==> src/rtl/cellrv32_cpu_cp_muldiv_rn.sv <==
// Integer multiply/divide co-processor for the RISC-V "M" extension.
// Radix-2^k iterative datapath, optional single-cycle multiplier, registered sign fix-up.
module cellrv32_cpu_cp_muldiv_rn #(
    parameter int unsigned XLEN           = 32,
    parameter bit          FAST_MUL_EN    = 1'b1,
    parameter bit          DIVISION_EN    = 1'b1,
    parameter int unsigned BITS_PER_CYCLE = 1
) (
    input  logic            clk_i,
    input  logic            rst_i,
    input  logic            start_i,
    input  logic [2:0]      funct3_i,
    input  logic [XLEN-1:0] rs1_i,
    input  logic [XLEN-1:0] rs2_i,
    input  logic            abort_i,
    output logic            busy_o,
    output logic            valid_o,
    output logic [XLEN-1:0] res_o
);

    localparam int unsigned Steps = XLEN / BITS_PER_CYCLE;
    localparam int unsigned CntW  = $clog2(Steps);
    localparam logic [XLEN-1:0] MinNeg = {1'b1, {(XLEN-1){1'b0}}};

    typedef enum logic [1:0] {StIdle, StBusy, StFin, StDone} state_e;

    state_e              state_q, state_d;
    logic [2:0]          funct3_q, funct3_d;
    logic                sign_q, sign_d;
    logic [CntW-1:0]     cnt_q, cnt_d;
    logic [2*XLEN-1:0]   acc_q, acc_d;
    logic [XLEN-1:0]     opb_q, opb_d;
    logic [XLEN-1:0]     res_q, res_d;

    logic                rs1_signed, rs2_signed, rs1_neg, rs2_neg, sign_in;
    logic [XLEN-1:0]     rs1_abs, rs2_abs;
    logic                div_zero, div_ovf;
    logic [2*XLEN-1:0]   fast_prod, step_acc, prod;
    logic [XLEN:0]       rem_tmp, diff, sum;
    logic [XLEN-1:0]     sel, fin_res;
    logic                neg_en;

    always_comb begin
        rs1_signed = (funct3_i == 3'b001) || (funct3_i == 3'b010) ||
                     (funct3_i == 3'b100) || (funct3_i == 3'b110);
        rs2_signed = (funct3_i == 3'b001) || (funct3_i == 3'b100) || (funct3_i == 3'b110);
        rs1_neg    = rs1_signed & rs1_i[XLEN-1];
        rs2_neg    = rs2_signed & rs2_i[XLEN-1];
        rs1_abs    = rs1_neg ? -rs1_i : rs1_i;
        rs2_abs    = rs2_neg ? -rs2_i : rs2_i;
        // Remainder takes the dividend's sign; everything else the XOR of operand signs.
        sign_in    = (funct3_i[2] && funct3_i[1]) ? rs1_neg : (rs1_neg ^ rs2_neg);
        div_zero   = (rs2_i == '0);
        div_ovf    = !funct3_i[0] && (rs1_i == MinNeg) && (rs2_i == '1);
        // Low 2*XLEN bits of the extended product equal the signed (XLEN+1)-bit product.
        fast_prod  = {{XLEN{rs1_neg}}, rs1_i} * {{XLEN{rs2_neg}}, rs2_i};
    end

    // BITS_PER_CYCLE chained steps; acc holds {remainder, quotient} or the running product.
    always_comb begin
        step_acc = acc_q;
        rem_tmp  = '0;
        diff     = '0;
        sum      = '0;
        for (int i = 0; i < int'(BITS_PER_CYCLE); i++) begin
            if (funct3_q[2]) begin
                rem_tmp = step_acc[2*XLEN-1:XLEN-1];
                diff    = rem_tmp - {1'b0, opb_q};
                if (!diff[XLEN]) begin
                    step_acc = {diff[XLEN-1:0], step_acc[XLEN-2:0], 1'b1};
                end else begin
                    step_acc = {step_acc[2*XLEN-2:0], 1'b0};
                end
            end else begin
                sum      = {1'b0, step_acc[2*XLEN-1:XLEN]} +
                           {1'b0, {XLEN{step_acc[0]}} & opb_q};
                step_acc = {sum, step_acc[XLEN-1:1]};
            end
        end
    end

    always_comb begin
        // The fast product is already signed, so only iterative magnitudes need fixing.
        neg_en = sign_q && (funct3_q[2] || !FAST_MUL_EN);
        prod   = neg_en ? -acc_q : acc_q;
        sel    = funct3_q[1] ? acc_q[2*XLEN-1:XLEN] : acc_q[XLEN-1:0];
        if (funct3_q[2]) begin
            fin_res = neg_en ? -sel : sel;
        end else if (funct3_q[1:0] == 2'b00) begin
            fin_res = prod[XLEN-1:0];
        end else begin
            fin_res = prod[2*XLEN-1:XLEN];
        end
    end

    always_comb begin
        state_d  = state_q;
        funct3_d = funct3_q;
        sign_d   = sign_q;
        cnt_d    = cnt_q;
        acc_d    = acc_q;
        opb_d    = opb_q;
        res_d    = res_q;
        unique case (state_q)
            StIdle: begin
                if (start_i && !abort_i) begin
                    funct3_d = funct3_i;
                    sign_d   = sign_in;
                    cnt_d    = CntW'(Steps - 1);
                    opb_d    = rs2_abs;
                    acc_d    = {{XLEN{1'b0}}, rs1_abs};
                    if (funct3_i[2]) begin
                        if (!DIVISION_EN) begin
                            res_d   = '0;
                            state_d = StDone;
                        end else if (div_zero) begin
                            res_d   = funct3_i[1] ? rs1_i : '1;
                            state_d = StDone;
                        end else if (div_ovf) begin
                            res_d   = funct3_i[1] ? '0 : rs1_i;
                            state_d = StDone;
                        end else begin
                            state_d = StBusy;
                        end
                    end else if (FAST_MUL_EN) begin
                        acc_d   = fast_prod;
                        state_d = StFin;
                    end else begin
                        state_d = StBusy;
                    end
                end
            end
            StBusy: begin
                acc_d = step_acc;
                cnt_d = cnt_q - CntW'(1);
                if (cnt_q == '0) begin
                    state_d = StFin;
                end
            end
            StFin: begin
                res_d   = fin_res;
                state_d = StDone;
            end
            StDone: begin
                state_d = StIdle;
            end
            default: state_d = StIdle;
        endcase
        if (abort_i && (state_q != StIdle)) begin
            state_d = StIdle;
        end
    end

    always_ff @(posedge clk_i or posedge rst_i) begin
        if (rst_i) begin
            state_q  <= StIdle;
            funct3_q <= '0;
            sign_q   <= 1'b0;
            cnt_q    <= '0;
            acc_q    <= '0;
            opb_q    <= '0;
            res_q    <= '0;
        end else begin
            state_q  <= state_d;
            funct3_q <= funct3_d;
            sign_q   <= sign_d;
            cnt_q    <= cnt_d;
            acc_q    <= acc_d;
            opb_q    <= opb_d;
            res_q    <= res_d;
        end
    end

    assign busy_o  = (state_q != StIdle);
    assign valid_o = (state_q == StDone) && !abort_i;
    assign res_o   = valid_o ? res_q : '0;

endmodule
==> config.mk <==
export PLATFORM = sky130hd
export DESIGN_NAME = cellrv32_cpu_cp_muldiv_rn
export DESIGN_NICKNAME = d
export VERILOG_FILES = /design/src/rtl/cellrv32_cpu_cp_muldiv_rn.sv
export SDC_FILE = /design/constraint.sdc
export NUM_CORES = 2
export LEC_CHECK = 0
export ABC_AREA = 1
export CAP_MARGIN = 20
export CORE_ASPECT_RATIO = 0.6
export CORE_MARGIN = 2
export CORE_UTILIZATION = 35
export DETAILED_ROUTE_END_ITERATION = 12
export GPL_TIMING_DRIVEN = 0
export HOLD_SLACK_MARGIN = 0.15
export SLEW_MARGIN = 30
export SYNTH_ARGS = -nofsm -noshare
export SYNTH_HDL_FRONTEND = slang
export SYNTH_SLANG_ARGS = --single-unit
==> constraint.sdc <==
create_clock -name clk_i -period 5 [get_ports clk_i]
set_input_delay 1 -clock clk_i [delete_from_list [all_inputs] [get_ports clk_i]]
set_output_delay 1 -clock clk_i [all_outputs]
set_load 0.01 [all_outputs]
==> results.toml <==
[timing]
maxSlewViolCount = 0
finalSetupViolCount = 56
timing.final.ws_setup_ns = -3.54
worstMarginPinSlew_ns = 1.08
post-route-period-util = 1.71
skew_ns = 0.0187
rsz0062_at_grt = "yes"
final.min_clock_period_ns = 8.54
relSlewSlack = 0.272
clock.fmax_mhz = 117
hold_violations = 0

[detailed_routing]
wl_per_cell_um = 29.4
first_iter_violations = 8518
drc = 0
drtPass1Iterations = 7
vias = 59001
viasPerCell = 5.41
postRouteAntennaNets = 0
wl_um = 321000

[synthesis]
syn_avg_cell_area_um2 = 6.99
synthTopCellsByArea = "fa_1 39%, nand2_1 15%, inv_1 13%"
synth_ff_type = "dfrtp_1"
yosysTopAreaCell = "fa_1"
ys_seq_elements = 139
yosys_warnings = 0
ys_seq_area_frac = 0.0598
async_reset_ff_frac = 1.00
synth.net_count = 9798
synthDistinctLibCells = 59
synth_top_area_share = 0.388
synth_area_mm2 = 0.0581
synth_edf_count = 0
synth_cells = 8313

[outcome]
violations = "negative setup slack"
status = "finished with violations"

[grt]
grt_pass1_vias = 56996
antenna_found_initial = 20
grt_max_degree = 86
grt_overflow_total = 0
grt_pass1_wl_um = 444000
grtUsageTotal = 0.377

[place]
port_buffers = 55
preCtsSetupSlack_ns = -6.64
dp_hpwl_um = 267000
gp_congestion = 1.05
dp.cells = 10593

[worst_setup_path]
crit_type = "in -> reg"
cp_slowest_cell = "fa_2"
worstPathRequired_ns = 5.37
arrival_ns = 8.91
max_stage_delay_ns = 0.66
cp_max_fo = 5
startpoint_type = "input pin"
cp-end-kind = "flop"

[floorplan]
dieArea_mm2 = 0.170
fp.dieH_um = 320
coreArea_mm2 = 0.164
die_w_um = 530
rows = 115
start_util = 0.354
num_io_pins = 105

[clock_network]
cts_root_buf = "clkbuf_16"
cts_htree_levels = 4
cts_tree = "built"
clk_pin_slew_ns = 0.07
ctsHoldBuffers = 0
clock_path_buffers = 2
clock_latency_ns = 0.49
clock-sinks = 139
cts_made_buffers = 17

[final_layout]
fill_cells = 17030
regArea_mm2 = 0.00348
areaGrowthSynthToFinish_pct = 22.9
multiInputGateArea_mm2 = 0.0496
fin_cells = 10907
drive_above_1_share = 0.172
fin_nets = 10142
post-route-util = 0.434

[job]
drv_cap = 0

[min_path]
hold_path_class = "reg -> reg"
[sequential cells by signal, summed over array words and instances, names as in the netlist]
name,flops
acc_q,64
opb_q,32
res_q,32
cnt_q,5
funct3_q,3
state_q,2
sign_q,1
[critical path: cells and delay by family]
family,cells,cell delay (ns)
buffers and inverters,10,1.16
and+or+nand+nor,15,1.33
adders and majority gates,9,4.72
AOI/OAI and AO/OA,2,0.62
[through the flow]
stage	TNS [ns]	hold slack (ns)	instance area, um^2
after floorplan	-117.03	0.449	60700
after global placement	-529.46	0.472	64000
after detailed placement	-267.65	0.470	64100
after CTS	-140.54	0.488	69900
after global routing	-153.25	0.515	71400
final	-146.13	0.483	71400
[cell type report]
class                      instances  area share
tap                             2223      0.0389
sequential                       139      0.0487
inverter                        2066       0.110
clock inverter                    12     0.00229
antenna                           15    0.000525
buffer                           381      0.0514
timing repair buffer             332      0.0481
clock buffer                      19     0.00620
multi-input combinational       5720       0.694
[kinds of logic (layout without fill, tap and decap cells)]
logic type / after synthesis / in the layout / synth area share
XOR/XNOR: 74 / 74 / 0.0111
buffers and inverters: 2454 / 2810 / 0.162
AND/OR/NAND/NOR: 3430 / 3430 / 0.240
flip-flops: 139 / 139 / 0.0598
adder cells (fa/ha/maj): 1442 / 1442 / 0.455
AO/OA/AOI/OAI: 774 / 774 / 0.0717
other: 0 / 15 / 0
[path summary, 6_finish.rpt]
path	from	to	slack (ns)	cells past startpoint
worst max-delay path	funct3_i[2]	acc_q[59]	-3.54	36
worst min-delay path	res_q[30]	res_q[30]	0.48	2
worst max register to register	acc_q[0]	acc_q[49]	0.72	19
worst min register to register	res_q[30]	res_q[30]	0.48	2
max in group asynchronous	rst_i	opb_q[30]	3.21	3
min in group asynchronous	rst_i	res_q[1]	0.91	2
[per-layer routing]
metal	routed length (um)	vias to the layer above	track usage
met3	53200	305	0.183
met2	113000	3657	0.461
met1	148000	29844	0.581
li1	-	25193	-
met5	158	-	0.00709
met4	6490	2	0.0693
[synth_stat cells, drive strengths merged, types with 5 or more instances]
cell type / instances
inv: 2063
a21boi: 7
nand2: 2315
ha: 287
fa: 1127
and2: 5
nand4: 68
clkbuf: 182
nor2: 570
xnor2: 17
nor3: 57
xor2: 57
nand3b: 17
a31oi: 18
maj3: 28
o21bai: 24
and3: 5
nor4: 19
o211ai: 30
or2: 10
buf: 206
dfrtp: 139
o221ai: 5
nand3: 361
o21ai: 364
a21oi: 302
o31ai: 5
[repair_timing]
action | in CTS | in global routing
gates resized for setup | 982 | 294
pin swaps | 332 | 212
cloned | 2 | 3
buffers inserted | 206 | 63
setup endpoints to repair | 58 | 57
[cells in the final DEF (no fill, tap or decap), types with 18 or more instances in the layout]
| cell type | instances |
|---|---|
| nand2_1 | 2140 |
| inv_1 | 1921 |
| fa_1 | 1038 |
| nor2_1 | 417 |
| nand3_1 | 297 |
| o21ai_0 | 225 |
| a21oi_1 | 222 |
| ha_1 | 219 |
| buf_4 | 212 |
| dfrtp_1 | 139 |
| inv_2 | 117 |
| buf_6 | 115 |
| nor2_4 | 106 |
| o21ai_1 | 94 |
| nand2_2 | 89 |
| fa_2 | 89 |
| clkbuf_1 | 83 |
| nand2_4 | 74 |
| ha_4 | 67 |
| nand4_1 | 66 |
| buf_12 | 65 |
| xor2_1 | 57 |
| a21oi_2 | 52 |
| nor2_2 | 47 |
| buf_2 | 43 |
| nor3_1 | 42 |
| nand3_2 | 40 |
| clkdlybuf4s50_1 | 37 |
| clkbuf_16 | 35 |
| buf_8 | 32 |
| clkbuf_2 | 31 |
| clkbuf_8 | 30 |
| o21ai_2 | 30 |
| o211ai_1 | 30 |
| a21oi_4 | 28 |
| nand3_4 | 24 |
| o21bai_1 | 18 |
Power is not shown: default switching activity piles up to over one toggle a cycle in this logic, so the estimate is an artifact.
